## config.mk

```make
export PLATFORM = sky130hd
export DESIGN_NAME = mem_arbiter_n
export DESIGN_NICKNAME = d
export VERILOG_FILES = /design/src/rtl/mem_arbiter_n.sv
export SDC_FILE = /design/constraint.sdc
export NUM_CORES = 1
export LEC_CHECK = 0
export BUFFER_PORTS_ARGS = -buffer_cell sky130_fd_sc_hd__buf_2
export CORE_MARGIN = 3
export CORE_UTILIZATION = 45
export DETAILED_ROUTE_END_ITERATION = 10
export PLACE_DENSITY = 0.76
export SETUP_SLACK_MARGIN = 0.4
export SYNTH_ARGS = -nofsm -noshare
export SYNTH_HDL_FRONTEND = slang
export SYNTH_SLANG_ARGS = --single-unit
```

## constraint.sdc

```tcl
create_clock -name clk -period 14 [get_ports clk]
set_input_delay 1.4 -clock clk [delete_from_list [all_inputs] [get_ports clk]]
set_output_delay 1.4 -clock clk [all_outputs]
set_load 0.02 [all_outputs]
```

## src/rtl/mem_arbiter_n.sv

```systemverilog
// rtl/mem_arbiter_n.sv - NUM_CH-channel arbiter onto a byte-serial 8-bit RAM bus
module mem_arbiter_n #(
  parameter int          NUM_CH   = 3,
  parameter int          ID_WIDTH = 4,
  parameter int          RR_MODE  = 0,
  parameter logic [31:0] IO_BASE  = 32'h30000
) (
  input  logic                         clk,
  input  logic                         rst,
  input  logic                         rdy,
  input  logic                         flush,
  input  logic                         io_buffer_full,
  input  logic [NUM_CH-1:0]            req_valid,
  input  logic [NUM_CH-1:0]            req_we,
  input  logic [NUM_CH-1:0]            req_signed,
  input  logic [2*NUM_CH-1:0]          req_size,
  input  logic [32*NUM_CH-1:0]         req_addr,
  input  logic [32*NUM_CH-1:0]         req_wdata,
  input  logic [ID_WIDTH*NUM_CH-1:0]   req_id,
  output logic [NUM_CH-1:0]            req_ready,
  output logic [NUM_CH-1:0]            resp_valid,
  output logic [31:0]                  resp_data,
  output logic [ID_WIDTH-1:0]          resp_id,
  output logic                         busy,
  input  logic [7:0]                   ram_din,
  output logic [7:0]                   ram_dout,
  output logic [31:0]                  ram_a,
  output logic                         ram_wr
);

  localparam int CW = (NUM_CH > 1) ? $clog2(NUM_CH) : 1;

  typedef enum logic [1:0] {IDLE, READ, WRITE, DONE} state_t;

  state_t                state_q, state_d;
  logic [CW-1:0]         ch_q, ch_d;
  logic [CW-1:0]         rr_q, rr_d;
  logic [31:0]           addr_q, addr_d;
  logic [2:0]            nb_q, nb_d;
  logic [31:0]           wdata_q, wdata_d;
  logic [ID_WIDTH-1:0]   id_q, id_d;
  logic                  sgn_q, sgn_d;
  logic [2:0]            cnt_q, cnt_d;
  logic [31:0]           rbuf_q, rbuf_d;
  logic [31:0]           ram_a_q, ram_a_d;
  logic [7:0]            ram_dout_q, ram_dout_d;
  logic [NUM_CH-1:0]     req_ready_q, req_ready_d;
  logic [NUM_CH-1:0]     resp_valid_q, resp_valid_d;
  logic [31:0]           resp_data_q, resp_data_d;
  logic [ID_WIDTH-1:0]   resp_id_q, resp_id_d;

  logic [31:0]           addr_arr  [NUM_CH];
  logic [31:0]           wdata_arr [NUM_CH];
  logic [1:0]            size_arr  [NUM_CH];
  logic [ID_WIDTH-1:0]   id_arr    [NUM_CH];

  logic [NUM_CH-1:0]     elig;
  logic [CW-1:0]         win;
  logic                  found;
  logic [31:0]           cap;
  logic                  stall;

  for (genvar g = 0; g < NUM_CH; g++) begin : g_unpack
    assign addr_arr[g]  = req_addr[32*g +: 32];
    assign wdata_arr[g] = req_wdata[32*g +: 32];
    assign size_arr[g]  = req_size[2*g +: 2];
    assign id_arr[g]    = req_id[ID_WIDTH*g +: ID_WIDTH];
  end

  function automatic logic [2:0] nbytes(input logic [1:0] sz);
    if (sz[1])      nbytes = 3'd4;
    else if (sz[0]) nbytes = 3'd2;
    else            nbytes = 3'd1;
  endfunction

  function automatic logic [7:0] byte_sel(input logic [31:0] w, input logic [2:0] k);
    case (k)
      3'd0:    byte_sel = w[7:0];
      3'd1:    byte_sel = w[15:8];
      3'd2:    byte_sel = w[23:16];
      default: byte_sel = w[31:24];
    endcase
  endfunction

  function automatic logic [31:0] extend(input logic [31:0] d, input logic [2:0] nb,
                                         input logic sgn);
    case (nb)
      3'd1:    extend = {{24{sgn & d[7]}}, d[7:0]};
      3'd2:    extend = {{16{sgn & d[15]}}, d[15:0]};
      default: extend = d;
    endcase
  endfunction

  // A flush only kills reads, so pending writes stay eligible while it is high.
  assign elig = req_valid & (req_we | {NUM_CH{~flush}});

  // Fixed priority is round-robin with the search always starting at channel 0.
  always_comb begin
    int idx;
    idx   = 0;
    win   = '0;
    found = 1'b0;
    for (int off = 0; off < NUM_CH; off++) begin
      idx = ((RR_MODE != 0) ? int'(rr_q) : 0) + off;
      if (idx >= NUM_CH) idx = idx - NUM_CH;
      if (!found && elig[idx[CW-1:0]]) begin
        win   = idx[CW-1:0];
        found = 1'b1;
      end
    end
  end

  assign stall = io_buffer_full && (ram_a_q >= IO_BASE);

  // Read buffer with the byte now on ram_din merged in; the RAM answers one beat late.
  always_comb begin
    cap = rbuf_q;
    case (cnt_q)
      3'd1:    cap[7:0]   = ram_din;
      3'd2:    cap[15:8]  = ram_din;
      3'd3:    cap[23:16] = ram_din;
      3'd4:    cap[31:24] = ram_din;
      default: cap = rbuf_q;
    endcase
  end

  always_comb begin
    state_d      = state_q;
    ch_d         = ch_q;
    rr_d         = rr_q;
    addr_d       = addr_q;
    nb_d         = nb_q;
    wdata_d      = wdata_q;
    id_d         = id_q;
    sgn_d        = sgn_q;
    cnt_d        = cnt_q;
    rbuf_d       = rbuf_q;
    ram_a_d      = ram_a_q;
    ram_dout_d   = ram_dout_q;
    req_ready_d  = req_ready_q;
    resp_valid_d = resp_valid_q;
    resp_data_d  = resp_data_q;
    resp_id_d    = resp_id_q;

    if (rdy) begin
      req_ready_d  = '0;
      resp_valid_d = '0;
      case (state_q)
        IDLE: begin
          if (found) begin
            ch_d             = win;
            addr_d           = addr_arr[win];
            nb_d             = nbytes(size_arr[win]);
            wdata_d          = wdata_arr[win];
            id_d             = id_arr[win];
            sgn_d            = req_signed[win];
            cnt_d            = 3'd0;
            rbuf_d           = '0;
            ram_a_d          = addr_arr[win];
            ram_dout_d       = wdata_arr[win][7:0];
            req_ready_d[win] = 1'b1;
            state_d          = req_we[win] ? WRITE : READ;
            if (RR_MODE != 0)
              rr_d = (win == CW'(NUM_CH - 1)) ? '0 : win + CW'(1);
          end
        end
        READ: begin
          if (flush) begin
            state_d = IDLE;
          end else begin
            rbuf_d = cap;
            cnt_d  = cnt_q + 3'd1;
            if (cnt_q + 3'd1 < nb_q)
              ram_a_d = addr_q + 32'(cnt_q) + 32'd1;
            if (cnt_q == nb_q) begin
              state_d            = DONE;
              resp_valid_d[ch_q] = 1'b1;
              resp_data_d        = extend(cap, nb_q, sgn_q);
              resp_id_d          = id_q;
            end
          end
        end
        WRITE: begin
          if (!stall) begin
            if (cnt_q + 3'd1 == nb_q) begin
              state_d            = DONE;
              resp_valid_d[ch_q] = 1'b1;
              resp_data_d        = '0;
              resp_id_d          = id_q;
            end else begin
              cnt_d      = cnt_q + 3'd1;
              ram_a_d    = addr_q + 32'(cnt_q) + 32'd1;
              ram_dout_d = byte_sel(wdata_q, cnt_q + 3'd1);
            end
          end
        end
        DONE:    state_d = IDLE;
        default: state_d = IDLE;
      endcase
    end
  end

  always_ff @(posedge clk or posedge rst) begin
    if (rst) begin
      state_q      <= IDLE;
      ch_q         <= '0;
      rr_q         <= '0;
      addr_q       <= '0;
      nb_q         <= '0;
      wdata_q      <= '0;
      id_q         <= '0;
      sgn_q        <= 1'b0;
      cnt_q        <= '0;
      rbuf_q       <= '0;
      ram_a_q      <= '0;
      ram_dout_q   <= '0;
      req_ready_q  <= '0;
      resp_valid_q <= '0;
      resp_data_q  <= '0;
      resp_id_q    <= '0;
    end else begin
      state_q      <= state_d;
      ch_q         <= ch_d;
      rr_q         <= rr_d;
      addr_q       <= addr_d;
      nb_q         <= nb_d;
      wdata_q      <= wdata_d;
      id_q         <= id_d;
      sgn_q        <= sgn_d;
      cnt_q        <= cnt_d;
      rbuf_q       <= rbuf_d;
      ram_a_q      <= ram_a_d;
      ram_dout_q   <= ram_dout_d;
      req_ready_q  <= req_ready_d;
      resp_valid_q <= resp_valid_d;
      resp_data_q  <= resp_data_d;
      resp_id_q    <= resp_id_d;
    end
  end

  // Write strobe is combinational so a freeze or a full IO buffer suppresses the beat at once.
  assign ram_wr     = (state_q == WRITE) && rdy && !stall;
  assign ram_a      = ram_a_q;
  assign ram_dout   = ram_dout_q;
  assign req_ready  = req_ready_q;
  assign resp_valid = resp_valid_q;
  assign resp_data  = resp_data_q;
  assign resp_id    = resp_id_q;
  assign busy       = (state_q != IDLE);

endmodule

```

# Word level (Yosys, flattened, before mapping)

Cells that the tools add are included.

Add/subtract/negate cells: 3
Order comparisons: 7
Eq/ne operators: 21
Mux-type cells: 75
Bitwise operators: 6
Reductions and logical operators: 24

Operators with widths:

| cell                  | count |
|---|---|
| $mux 32               | 15 |
| $pmux 32 s2           | 3 |
| $bmux 32 s2           | 2 |
| $pmux 32 s3           | 1 |
| $mux 8                | 7 |
| $mux 3                | 11 |
| $add 32x1->32 const B | 1 |
| $add 32x3->32         | 1 |
| $ge 32x18->1 const B  | 1 |
| $mux 4                | 6 |
| $pmux 8 s3            | 1 |
| $mux 2                | 10 |
| $pmux 8 s2            | 1 |
| $ne 2x2->1 const B    | 7 |
| $eq 3x2->1 const B    | 4 |
| $reduce_and 6->1      | 2 |
| $reduce_and 5->1      | 2 |
| $eq 3x1->1 const B    | 3 |
| $pmux 3 s3            | 1 |
| $bmux 4 s2            | 1 |
| $mux 1                | 8 |
| $pmux 2 s4            | 1 |
| $pmux 4 s2            | 1 |
| $reduce_bool 2->1     | 4 |
| 27 further kinds      | 42 |

Flip-flop bits (word level): 193
Bits of input ports: 232
Word-level logic and storage cells: 151

# Longest topological paths before layout

Gate-level depths: netlist of the first run.

Depth after elaboration: 16
Gate-level depth with buffers: 11
Gate-level depth less buffers: 9

# Worst setup path after synthesis of the first run

Ideal clock, no wire load.

Path type: in2out
Start point: in rdy
End point: out ram_wr
Arrival time: 2.191 ns
Data required time: 12.600 ns
Path slack: 10.409 ns
Cell stages on the path: 3
Path buffers: 2
Cells stage by stage: clkbuf_1 -> clkbuf_1 -> and3b_1

Cells in the longest elaborated chain, start to end: 2

RTL lines:

| what                            | RTL line | source |
|---|---|---|
| start: declaration              | 10       | `input logic rdy,` |
| $logic_and 1x1->1 (2 in series) | 242      | `assign ram_wr = (state_q == WRITE) && rdy && !stall;` |
| end: declaration                | 28       | `output logic ram_wr` |

No other way between the ends.

# Final worst setup path of the first run

Start point: reg cnt_q[1]
End point: reg resp_id_q[0], in the netlist resp_id[0]

Cells in the longest elaborated chain, start to end: 4
Elaborated cells between the ends (all ways): 6
Those cells by class: add/sub: 1; eq/ne: 4; reduce/logical: 1

RTL lines:

| what                           | RTL line | source |
|---|---|---|
| start: declaration             | 43       | `logic [2:0] cnt_q, cnt_d;` |
| start signal: assignment       | 230      | `cnt_q <= cnt_d;` |
| $add 3x1->3                    | 185      | `if (cnt_q + 3'd1 == nb_q) begin` |
| $eq 3x3->1                     | 185      |  |
| $ne 2x2->1 (no line)           | --       |  |
| $reduce_and 6->1 (no line) (*) | --       |  |
| end signal: assignment         | 237      | `resp_id_q <= resp_id_d;` |
| end: declaration               | 50       | `logic [ID_WIDTH-1:0] resp_id_q, resp_id_d;` |

Every way passes the cells marked *; elsewhere a longest branch is shown, timed or not.
A chain may end at the register's enable or synchronous reset.

==> impl_metrics.json, run 1 <==
{
  "status": "finished, final reports clean",
  "grt_max_degree": 114,
  "die_w_um": 166.2,
  "crit_start": "cnt_q[1]",
  "min_path_type": "flip-flop to flip-flop",
  "cts_buffer_depth": 2,
  "r2r_cells": 9,
  "p_int_w": 0.001503,
  "clock-sinks": 193,
  "avgSynthCellArea_um2": 9.359,
  "grt_pass1_vias": 10750,
  "switching_share": 0.4539,
  "syn_area_um2": 11550,
  "drt_iter0_drc": 1018,
  "crit_path_frequent_cell": "ha_1",
  "core_area_um2": 25180,
  "whs_ps": 477.4,
  "synth-edff-count": 0,
  "first_pass_iters": 5,
  "wirelength_um": 36490,
  "dieArea_um2": 27620,
  "avgRoutedWirePerCell_um": 20.01,
  "grt_remaining_overflow": 0,
  "synthCells": 1234,
  "ys_warn_count": 0,
  "switching_power_w": 0.001249,
  "gp_congestion": 0.8637,
  "r2r_start": "cnt_q[1]",
  "slew-limit-headroom": 0.2270,
  "post_cts_hold_buffer_count": 0,
  "multi_input_area_um2": 6191,
  "htreeDepth": 4,
  "drive_gt1_frac": 0.2803,
  "io_pins": 316,
  "initial_utilization": 0.4586,
  "cts_buffers": 17,
  "power_w": 0.002751,
  "grt_pass1_wl_um": 58500,
  "pwr-share-seq": 0.344,
  "io_buffer_count": 315,
  "leakage_nw": 6.515,
  "synth.net_count": 1485,
  "hpwlAfterDp_um": 25410,
  "route.vias.total": 11080,
  "hold_start": "id_q[1]",
  "final.period_utilization": 0.2850,
  "nFillCells": 2266,
  "cts_root_buf": "clkbuf_16",
  "synth_ff_type": "dfrtp_1",
  "die_h_um": 166.2,
  "layout_common_cells": "buf_2 (315), dfrtp_1 (193), nand2_1 (144)",
  "slew_violations": 0,
  "final_nets": 1729,
  "setup_tns_ps": 0,
  "clk_latency_ps": 440,
  "p_clk_frac": 0.190,
  "layout.area.seq_um2": 4830,
  "critical_path.cell_chain": "ha_1 -> ha_1 -> inv_1 -> ha_1 -> nand3_1 -> o21a_1 -> or2_1 -> buf_4 -> mux2_2",
  "tritoncts": "built",
  "critPathKind": "flip-flop to flip-flop",
  "num_rows": 58,
  "crit_required_ps": 14320,
  "rsz0062_at_grt": "no",
  "syn2layout_area_growth_pct": 20.40,
  "drc": 0,
  "vdd_drop_max_mv": 0.1007,
  "setup_viol": 0,
  "final_util": 0.5522,
  "post-cts-setup-buffers": 0,
  "mostFrequentLayoutCell": "buf_2",
  "power_frac_comb": 0.466,
  "async_flop_share": 1.000,
  "hold_violations": 0,
  "whs_path_depth": 1,
  "arrival_ps": 4310,
  "post_cts_resized": 0,
  "fmax_mhz": 250.6,
  "crit_path_max_fanout": 19,
  "cpPeakStageDelay_ps": 630,
  "startpoint_type": "flip-flop",
  "routed_via_density": 6.073,
  "min_period_ps": 3990,
  "ys_seq_area_frac": 0.4182,
  "worstMarginPinSlew_ps": 1160,
  "synth.distinct_cells": 74,
  "power_density_nw_per_um2": 197.9,
  "skew_ps": 14.25,
  "grt_util_all_layers": 0.2583,
  "cp_slowest_cell": "ha_1",
  "drtAntennaViolNets": 0,
  "maxCapViolCount": 0,
  "cts.reportedPaths.clkPinSlew_ps": 70,
  "endpoint_kind": "flip-flop",
  "yosys_register_bits": 193,
  "antenna_found_initial": 5
}
state kept, by name (all words and copies together) (netlist names):
signal,count
addr_q,32
ram_a,32
rbuf_q,32
resp_data,32
wdata_q,32
ram_dout,8
id_q,4
resp_id,4
cnt_q,3
nb_q,3
req_ready,3
resp_valid,3
ch_q,2
state_q,2
sgn_q,1
worst max-delay path, delay by kind of cell, from the launching register on:
| kind | cells | cell delay [ps] |
|---|---|---|
| AOI/OAI and AO/OA | 1 | 490 |
| DFF | 1 | 500 |
| muxes | 1 | 360 |
| and+or+nand+nor | 2 | 710 |
| adders and majority gates | 3 | 1240 |
| buffers and inverters | 2 | 570 |
stage by stage:
| step | cells | setup slack, ps | instance area [µm²] |
|---|---|---|---|
| 2_1_floorplan | 1234 | 7344 | 11550 |
| 6_report | 1824 | 10010 | 13900 |
| 4_1_cts | 1821 | 10030 | 13900 |
| 3_3_place_gp | 1789 | 10050 | 13250 |
| 3_5_place_dp | 1789 | 9970 | 13250 |
| 5_1_grt | 1824 | 9734 | 13900 |
routing by layer:
layer,up-vias,track usage,wire length [µm]
met5,-,0,31
met4,4,0.08174,853
met3,63,0.04761,2696
met2,495,0.4152,17300
met1,5401,0.3566,15610
li1,5114,-,-
cell usage after synthesis (28+ instances only):
master      n  area [µm²]
mux2i_1    53       530.5
clkbuf_1   76       285.3
o21ai_0    77       385.4
a21o_1     44       330.3
dfrtp_1   193        4830
a211oi_1   34       255.2
inv_1      28       105.1
o31ai_1    55       412.9
nand2_1   144       540.5
nor3_1     28       140.1
nor2_1     61       229.0
a311oi_1   30       262.8
mux2_2     38       427.9
power by group through the flow:
| stage | clock [W] | sequential (W) | combinational [W] |
|---|---|---|---|
| 3_5_place_dp | 0 | 0.000953 | 0.00127 |
| 6_report | 0.000522 | 0.000947 | 0.00128 |
| 3_3_place_gp | 0 | 0.000947 | 0.00124 |
| 2_1_floorplan | 0 | 0.000987 | 0.000831 |
| 5_1_grt | 0.000553 | 0.000975 | 0.00141 |
| 4_1_cts | 0.000533 | 0.000945 | 0.00128 |
cells by family (layout without fill, tap and decap cells):
family | count (synthesis) | count (layout) | synth area share
AO/OA/AOI/OAI | 417 | 417 | 0.2651
AND/OR/NAND/NOR | 363 | 363 | 0.1510
flip-flops | 193 | 193 | 0.4182
buffers and inverters | 136 | 393 | 0.05005
multiplexers | 91 | 91 | 0.08299
adder cells (fa/ha/maj) | 19 | 19 | 0.02124
XOR/XNOR | 15 | 15 | 0.01138
other | 0 | 3 | 0
final cells by class:
type | count | share of cell area
Clock buffer | 17 | 0.03059
Multi-Input combinational cell | 905 | 0.4452
Tap cell | 330 | 0.02969
Inverter | 29 | 0.008369
Antenna cell | 3 | 0.0005399
Sequential cell | 193 | 0.3473
Clock inverter | 15 | 0.01566
Timing Repair Buffer | 332 | 0.1226
worst paths after layout:
path                            slack (ps)      endpoint
worst min-delay path                   480       id_q[1]
max in group asynchronous            11360  req_ready[0]
worst max register to register       10010    resp_id[0]
worst min register to register         480       id_q[1]
min in group asynchronous             1110     ram_a[11]
worst max-delay path                 10010    resp_id[0]
Note: power is estimated with default switching activity, not from simulation.
==> run 2, diff against run 1 <==
- PLACE_DENSITY: 0.76 -> 0.79
- clock period: 14 -> 3.4 ns (I/O delays scaled with it)
==> run 2 against run 1 <==
Worst setup slack worse by 9500 ps; core utilization increased by 1.1 points; maximum frequency rose by 40%; sequential power grew to 4.1 times the previous value; wire length is 0.59% lower; flip-flop and latch count did not move; critical path depth fell by 3.
==> impl_metrics.json, run 2 (same netlist as run 1, synthesis figures left out) <==
{
  "status": "finished, final reports clean",
  "cts_buffers": 17,
  "vdd_drop_max_mv": 0.5064,
  "slew_violations": 0,
  "initial_utilization": 0.4586,
  "startpoint_type": "flip-flop",
  "wirelength_um": 36270,
  "layout_common_cells": "buf_2 (315), dfrtp_1 (193), nand2_1 (144)",
  "cpLargestDelayFamily": "compound AO/OA/AOI/OAI gates",
  "mostFrequentLayoutCell": "buf_2",
  "layout.cells.non_filler": 1843,
  "slew-limit-headroom": 0.3887,
  "hpwlAfterDp_um": 26220,
  "leakage_nw": 6.654,
  "rsz0062_at_grt": "no",
  "maxCapViolCount": 0,
  "gp_congestion": 0.9032,
  "syn2layout_area_growth_pct": 22.78,
  "grt_pass1_wl_um": 57590,
  "critPathKind": "flip-flop to flip-flop",
  "min_path_type": "primary input to async pin",
  "power_density_nw_per_um2": 806.3,
  "endpoint_kind": "flip-flop",
  "htreeDepth": 4,
  "antenna_found_initial": 0,
  "antenna_cells": 0,
  "die_w_um": 166.2,
  "power_w": 0.01143,
  "arrival_ps": 3180,
  "drive_gt1_frac": 0.2948,
  "cp_slowest_cell": "a2111o_1",
  "grt_remaining_overflow": 0,
  "grt_max_degree": 161,
  "placed_cells": 1803,
  "io_buffer_count": 315,
  "crit_path_max_fanout": 8,
  "first_pass_iters": 5,
  "tritoncts": "built",
  "cpPeakStageDelay_ps": 590,
  "min_period_ps": 2851,
  "post_cts_hold_buffer_count": 0,
  "crit_required_ps": 3730,
  "worstMarginPinSlew_ps": 916.9,
  "regToRegSetupSlack_ps": 550,
  "cts_buffer_depth": 2,
  "setup_tns_ps": 0,
  "critical_path.cell_chain": "ha_1 -> nand3b_1 -> a2111o_1 -> or4_1 -> and3_1 -> o41ai_2",
  "pre_cts_ws_ps": 188.3,
  "hold_violations": 0,
  "drt_iter0_drc": 875,
  "final_nets": 1751,
  "io_pins": 316,
  "core_area_um2": 25180,
  "final.period_utilization": 0.8385,
  "die_h_um": 166.2,
  "setup_viol": 0,
  "whs_ps": 34.37,
  "grt_util_all_layers": 0.2553,
  "route.vias.total": 11120,
  "setup_slack_ps": 549.0,
  "grt_pass1_vias": 10620,
  "cts_root_buf": "clkbuf_16",
  "clk_latency_ps": 450,
  "dieArea_um2": 27620,
  "fmax_mhz": 350.8,
  "drc": 0,
  "drtAntennaViolNets": 0,
  "cts.reportedPaths.clkPinSlew_ps": 90,
  "path_buf_inv": 0,
  "avgRoutedWirePerCell_um": 19.68,
  "skew_ps": 16.71,
  "clock-sinks": 193,
  "num_rows": 58,
  "routed_via_density": 6.031
}
run 2: metal layers:
layer  global-route usage  part of all wire  vias up
met3              0.04451             0.070       56
met2               0.4079              0.47      488
met1               0.3560              0.44     5399
met5                    0                 0        -
met4              0.08174             0.025        0
li1                     -                 -     5172
run 2: worst paths after layout:
check                      cells past startpoint          end         start
min                                            3    ram_a[14]           rst
min in group clk                               4    addr_q[8]  req_addr[72]
max in group asynchronous                      3  wdata_q[28]           rst
max reg2reg                                    6    ram_a[27]      cnt_q[2]
min reg2reg                                    1      id_q[3]       id_q[3]
max                                            6    ram_a[27]      cnt_q[2]
run 2: cell type report:
class                   count  area [µm²]
clock buffers              17       425.4
clock inverters            15       221.5
fillers                  2241       11000
inverters                  29       112.6
multi-input cells         905        6241
flip-flops and latches    193        4830
well taps                 330       412.9
repair buffers            354        1937
run 2: power breakdown:
group	internal, W	switching, W	total [W]
Clock	0.00103	0.00112	0.00215
Sequential	0.00312	0.000748	0.00387
Combinational	0.00212	0.00329	0.00541
Total	0.00627	0.00516	0.0114
run 2: timing repair:
| action | CTS | global route |
|---|---|---|
| pin swaps | 0 | 4 |
| buffers inserted | 0 | 8 |
| resized for setup | 4 | 6 |
| endpoints found under the setup margin | 43 | 44 |
run 2: through the flow:
| step | cell area [µm²] | utilization |
|---|---|---|
| 4_1_cts | 14090 | 0.5596 |
| 6_report | 14180 | 0.5631 |
| 3_3_place_gp | 13430 | 0.5333 |
| 2_1_floorplan | 11570 | - |
| 5_1_grt | 14180 | 0.5631 |
| 3_5_place_dp | 13430 | 0.5333 |
run 2: worst min-delay path: cells and delay by family:
family                 cells  cell delay (ps)
buffers and inverters      3              570
